===== src/rtl/queue_2x8_pkg.sv =====
// Shared constants, pointer/count types and the pointer-increment helper
// for the 2-entry x 8-bit register-file FIFO controller.
package queue_2x8_pkg;

  localparam int DATA_W = 8;
  localparam int DEPTH  = 2;
  localparam int ADDR_W = 1;

  typedef logic [ADDR_W-1:0] q_ptr_t;
  typedef logic [1:0]        q_count_t;

  // Advance a pointer, wrapping from the last entry back to entry 0.
  function automatic q_ptr_t ptr_inc(input q_ptr_t p);
    if (p == q_ptr_t'(DEPTH - 1)) begin
      return '0;
    end
    return p + q_ptr_t'(1);
  endfunction

endpackage


===== src/rtl/queue_2x8_ptr.sv =====
// Pointer bookkeeping for the FIFO: read/write pointers, the maybe_full
// disambiguation bit, flush handling, and the derived empty/full/count.
module queue_2x8_ptr
  import queue_2x8_pkg::*;
(
  input  logic     clock,
  input  logic     reset_n,
  input  logic     flush,
  input  logic     do_enq,
  input  logic     do_deq,
  output q_ptr_t   wr_ptr,
  output q_ptr_t   rd_ptr,
  output logic     empty,
  output logic     full,
  output q_count_t count
);

  logic maybe_full;
  logic ptr_match;

  // Pointer and maybe_full state; flush wins over any handshake this cycle.
  always_ff @(posedge clock or negedge reset_n) begin
    if (!reset_n) begin
      wr_ptr     <= '0;
      rd_ptr     <= '0;
      maybe_full <= 1'b0;
    end else if (flush) begin
      wr_ptr     <= '0;
      rd_ptr     <= '0;
      maybe_full <= 1'b0;
    end else begin
      if (do_enq) begin
        wr_ptr <= ptr_inc(wr_ptr);
      end
      if (do_deq) begin
        rd_ptr <= ptr_inc(rd_ptr);
      end
      // Equal pointers mean empty or full; the last unbalanced op tells which.
      if (do_enq != do_deq) begin
        maybe_full <= do_enq;
      end
    end
  end

  // Occupancy decode, purely from registered state.
  always_comb begin
    ptr_match = (wr_ptr == rd_ptr);
    empty     = ptr_match && !maybe_full;
    full      = ptr_match && maybe_full;
    count     = 2'd1;
    if (full) begin
      count = 2'd2;
    end else if (empty) begin
      count = 2'd0;
    end
  end

endmodule


===== src/rtl/queue_2x8_ctrl.sv =====
// Ready/valid FIFO controller driving an external 2x8 register-file macro
// (synchronous W0 write port, combinational R0 read port). This level only
// maps handshakes onto the macro pins; state lives in queue_2x8_ptr.
module queue_2x8_ctrl
  import queue_2x8_pkg::*;
(
  input  logic              clock,
  input  logic              reset_n,
  input  logic              flush,
  input  logic              enq_valid,
  output logic              enq_ready,
  input  logic [DATA_W-1:0] enq_bits,
  output logic              deq_valid,
  input  logic              deq_ready,
  output logic [DATA_W-1:0] deq_bits,
  output q_count_t          count,
  output q_ptr_t            W0_addr,
  output logic              W0_en,
  output logic [DATA_W-1:0] W0_data,
  output q_ptr_t            R0_addr,
  output logic              R0_en,
  input  logic [DATA_W-1:0] R0_data
);

  logic   empty;
  logic   full;
  logic   do_enq;
  logic   do_deq;
  q_ptr_t wr_ptr;
  q_ptr_t rd_ptr;

  // Readiness comes only from registered occupancy, so neither side sees a
  // combinational path from the other side's handshake.
  assign enq_ready = !full;
  assign deq_valid = !empty;
  assign do_enq    = enq_valid && enq_ready;
  assign do_deq    = deq_valid && deq_ready;

  // A flush discards this cycle's enqueue, so the macro must not be written.
  assign W0_en   = do_enq && !flush;
  assign W0_addr = wr_ptr;
  assign W0_data = enq_bits;
  assign R0_addr = rd_ptr;
  assign R0_en   = !empty;
  assign deq_bits = R0_data;

  queue_2x8_ptr u_ptr (
    .clock   (clock),
    .reset_n (reset_n),
    .flush   (flush),
    .do_enq  (do_enq),
    .do_deq  (do_deq),
    .wr_ptr  (wr_ptr),
    .rd_ptr  (rd_ptr),
    .empty   (empty),
    .full    (full),
    .count   (count)
  );

endmodule


===== config.mk =====
export PLATFORM = sky130hd
export DESIGN_NAME = queue_2x8_ctrl
export DESIGN_NICKNAME = d
export VERILOG_FILES = /design/src/rtl/queue_2x8_pkg.sv /design/src/rtl/queue_2x8_ptr.sv /design/src/rtl/queue_2x8_ctrl.sv
export SDC_FILE = /design/constraint.sdc
export NUM_CORES = 1
export LEC_CHECK = 0
export ABC_CLOCK_PERIOD_IN_PS = 2050
export BUFFER_PORTS_ARGS = -buffer_cell sky130_fd_sc_hd__buf_2
export CORE_AREA = 8 8 45 47
export CTS_CLUSTER_DIAMETER = 30
export DETAILED_ROUTE_END_ITERATION = 6
export DIE_AREA = 0 0 53 55
export GPL_ROUTABILITY_DRIVEN = 0
export PLACE_DENSITY = 0.72
export SETUP_SLACK_MARGIN = 0.5
export SLEW_MARGIN = 20
export SYNTH_ARGS = -nofsm -noshare
export SYNTH_HDL_FRONTEND = slang
export SYNTH_HIERARCHICAL = 1
export SYNTH_SLANG_ARGS = --single-unit

===== constraint.sdc =====
create_clock -name clock -period 2.05 [get_ports clock]
set_input_delay 0.205 -clock clock [delete_from_list [all_inputs] [get_ports clock]]
set_output_delay 0.205 -clock clock [all_outputs]
set_load 0.05 [all_outputs]

== Word-level counts from Yosys, hierarchy flattened ==
Index checks and enable logic that the tools add are counted.
Word-level totals
  bits in writable memories: 0
  memories kept: 0
  output and inout port bits: 24
  memory bits (read-only): 0
  input port bits: 21
  bits in registers: 3
  latch bits: 0
Operators by class
  muxes and demuxes: 18
  magnitude comparators: 0
  reduce and logical (&&, ||, !) cells: 12
  shift operators: 0
  eq/ne operators: 2
  divide/modulo/power cells: 0
  multiply operators: 0
  $add $sub $neg: 2
  bitwise operators: 0
Operators by type and width (number)
  $mux W1: 17
  $reduce_bool A2 Y1: 3
  $logic_and A1 B1 Y1: 5
  $logic_not A1 Y1: 4
  $add A1 B1 Y1 const B: 2
  $mux W2: 1
  $eq A1 B1 Y1: 1
  $ne A1 B1 Y1: 1

== Logic depth before layout (Yosys ltp) ==
  word-level depth: 9
  depth in mapped cells: 5
  depth with buffers taken out: 5

== By module ==
The synthesis kept the hierarchy.
Modules (own cells, without submodules)
  queue_2x8_ctrl: times used 1, area an instance 160.2 um^2, seq. area each 0.0 um^2, cells each 22
  queue_2x8_ptr: times used 1, area an instance 152.6 um^2, seq. area each 75.1 um^2, cells each 15

== Least setup slack after synthesis ==
OpenSTA, ideal clock, no wires.
  path kind: register to output
  from: register u_ptr.rd_ptr
  to: output port W0_en
  required time: 1.845 ns
  path slack: -0.631 ns
  cell stages (with the launch flop): 4
  data arrival time: 2.476 ns
  cell sequence: dfrtp_1 > xor2_1 > nor2_1 > nor3b_2
On the way
  cells in the longest elaborated chain, start to end: 5
RTL lines
  start: declaration: line queue_2x8_ptr.sv:12  | output q_ptr_t rd_ptr,
  start signal: assignment: line queue_2x8_ptr.sv:36  | rd_ptr <= ptr_inc(rd_ptr);
  $eq A1 B1 Y1: line queue_2x8_ptr.sv:47  | ptr_match = (wr_ptr == rd_ptr);
  $logic_and A1 B1 Y1: line queue_2x8_ptr.sv:49  | full = ptr_match && maybe_full;
  named net full: line queue_2x8_ctrl.sv:26  | logic full;
  $logic_not A1 Y1: line queue_2x8_ctrl.sv:34  | assign enq_ready = !full;
  $logic_and A1 B1 Y1: line queue_2x8_ctrl.sv:36  | assign do_enq = enq_valid && enq_ready;
  $logic_and A1 B1 Y1: line queue_2x8_ctrl.sv:40  | assign W0_en = do_enq && !flush;
  end: declaration: line queue_2x8_ctrl.sv:18  | output logic W0_en,
The timed path passes the listed nets, and every way through them passes these cells.

== Final worst setup path ==
  from: register u_ptr.rd_ptr
  to: output port W0_en
On the way
  cells in the longest elaborated chain, start to end: 5
RTL lines (line)
  $eq A1 B1 Y1: queue_2x8_ptr.sv:47
  $logic_and A1 B1 Y1: queue_2x8_ptr.sv:49
  $logic_not A1 Y1: queue_2x8_ctrl.sv:34
  $logic_and A1 B1 Y1: queue_2x8_ctrl.sv:36
  $logic_and A1 B1 Y1: queue_2x8_ctrl.sv:40
Every way passes these cells.

==> results.py <==
metrics = {
    "outcome": {
        "status": "finished clean",
    },
    "sta": {
        "slew_violations": 0,
        "hold_slack_ns": 0.210,
        "rsz0062_at_grt": "yes",
        "finalHoldViolations": 0,
        "fmax_mhz": 653,
        "layout_setup_ws_ns": 0.519,
        "max_slew.worst_pin.slew_ns": 0.257,
        "fin_setup_tns_ns": 0,
        "finalClockSkew_ns": 0.0000855,
        "period_needed_ns": 1.53,
        "finalCritPeriodShare_pct": 74.7,
        "setup_viol": 0,
        "slew_headroom_pct": 83.0,
    },
    "critical_path": {
        "endpoint_kind": "primary output",
        "crit_cells": 4,
        "slowest_delay_ns": 0.44,
        "crit_chain": "xor2_4 > nor2_4 > nor3b_4 > buf_6",
        "crit_end": "W0_en",
        "rr_worst_depth": 5,
        "crit_buf_inv": 1,
        "cp-startpoint": "u_ptr/rd_ptr",
        "critical_path_class": "register to primary output",
        "critPathLaunchType": "register",
        "cp.arrival_ns": 1.33,
        "critPathMaxFanout": 4,
        "crit_slowest_cell": "dfrtp_2",
        "cpLargestDelayFamily": "flip-flops",
        "timing.rr.end": "u_ptr/maybe_full",
        "cp_data_required_time_ns": 1.85,
        "reg2reg_from": "u_ptr/rd_ptr",
        "r2r_slack_ns": 0.61,
    },
    "floorplanning": {
        "start_util_pct": 22.6,
        "die_h_um": 55,
        "die_x_um": 53,
        "placeableCoreArea_mm2": 0.00138,
        "rows": 14,
        "die_area_mm2": 0.00292,
        "pin_count": 45,
    },
    "yosys": {
        "ys_types": 11,
        "synth-seq-area-share_pct": 24.0,
        "avgSynthCellArea_um2": 8.45,
        "synth_flop_cell": "dfrtp_1",
        "synth-edff-count": 0,
        "synth_warnings": 6,
        "ys_ff_latch": 3,
        "synth.most_common_cell": "buf_4",
        "netlist_instances": 37,
        "yosys.area.top_type": "buf_4",
        "syn_nets": 58,
        "netlist_area_um2": 313,
        "yosys-top-cells-count": "buf_4 (18), nor2_1 (4), dfrtp_1 (3), inv_1 (3)",
        "netlist_top_cells_area": "buf_4 (43%), dfrtp_1 (24%), xnor2_1 (5.6%)",
        "async_reset_ff_share_pct": 100,
        "synth_top_area_share_pct": 43.2,
    },
    "route": {
        "avgRoutedWirePerCell_um": 12.1,
        "vias": 210,
        "drt_iter0_markers": 2,
        "vias_per_cell": 3.89,
        "ant_nets": 0,
        "drc": 0,
        "routed_wl_um": 654,
        "dr.pass1.iters": 3,
    },
    "finish": {
        "nets": 60,
        "finish.utilization_pct": 26.5,
        "area_growth_pct": 17.2,
        "diodes": 0,
        "drive_above_1_share_pct": 65.8,
    },
    "global_routing": {
        "track_usage_pct": 4.71,
        "first_global_vias": 213,
        "grt_pass1_wl_um": 931,
        "grt-ovfl-total": 0,
        "grt_max_degree": 6,
        "antenna_found_initial": 0,
    },
    "clock_network": {
        "cts_buffers": 3,
        "clock-root-buffer": "clkbuf_4",
        "clkSinkCount": 3,
        "cts_tree": "yes",
        "cts.clk_slew.worst_paths_ns": 0.04,
        "insertion_delay_ns": 0.23,
        "htreeDepth": 1,
        "clockBufferDepth": 2,
    },
    "placement": {
        "io_buffer_count": 12,
        "pre_cts_slack_ns": 0.557,
        "dp_hpwl_um": 524,
    },
    "run": {
        "drv_cap": 0,
    },
    "power_and_ir_drop": {
        "power_density_mw_per_mm2": 2160,
        "p_leak_uw": 0.000174,
        "peakVddDrop_mv": 0.385,
        "design_power_total_uw": 793,
    },
    "hold_path": {
        "hold_path.class": "input port to register",
    },
}
==> kinds of logic after synthesis <==
family                 after synthesis  synth area share (%)
AO/OA/AOI/OAI                        1                  2.40
buffers and inverters               21                  46.8
AND/OR/NAND/NOR                      9                  18.4
flip-flops                           3                  24.0
XOR/XNOR                             3                  8.40
==> power breakdown <==
part / total [uW] / internal [uW] / switching [uW]
Clock: 104 / 73.0 / 31.4
Sequential: 114 / 83.0 / 30.8
Combinational: 575 / 174 / 401
Total: 793 / 330 / 463
==> metrics by stage <==
step,cells,cell area (um^2)
floorplan,37,355
global placement,47,293
detailed placement,47,293
CTS,52,335
global route,54,367
finish,54,367
==> state kept, by name, summed over array words and instances, names as in the netlist <==
name	count
u_ptr/rd_ptr	1
u_ptr/wr_ptr	1
u_ptr/maybe_full	1
==> what timing repair did <==
action / in CTS / in global routing
hold buffers: 1 / 0
resized for setup: 2 / 8
pin swaps: 0 / 2
buffers inserted: 0 / 2
endpoints found under the hold margin: 3 / 0
setup endpoints to repair: 1 / 6
==> placed cells by master (no fill, tap or decap), types with 2 or more instances in the layout <==
master | Yosys | layout
buf_2 | 0 | 7
clkbuf_4 | 0 | 5
buf_4 | 18 | 3
nor2_1 | 4 | 3
inv_1 | 3 | 2
buf_6 | 0 | 2
xnor2_1 | 2 | 2
dfrtp_2 | 0 | 2
==> area by class of cell <==
cell class              count  area, um^2
clock buffers               4        26.3
well taps                  16        20.0
inverters                   3        11.3
repair buffers             15         105
fillers                   153        1020
flip-flops and latches      3        77.6
multi-input cells          13         126
==> routing by layer <==
layer | track usage (%) | part of all wire, % | vias up
li1 | - | - | 95
met1 | 3.51 | 24 | 94
met2 | 7.03 | 56 | 19
met3 | 1.87 | 17 | 2
met4 | 8.62 | 2.6 | 0
met5 | 0 | 0 | -
==> worst min-delay path by stage <==
stage | from | depth (start not counted) | endpoint | slack, ns
after floorplan | reset_n | 0 | u_ptr/maybe_full | -0.09
after global placement | reset_n | 1 | u_ptr/maybe_full | 0.005
after detailed placement | reset_n | 1 | u_ptr/maybe_full | 0.003
after CTS | flush | 2 | u_ptr/wr_ptr | 0.20
after global routing | flush | 2 | u_ptr/rd_ptr | 0.22
final | flush | 2 | u_ptr/wr_ptr | 0.21
(Power assumes the default switching activity.)
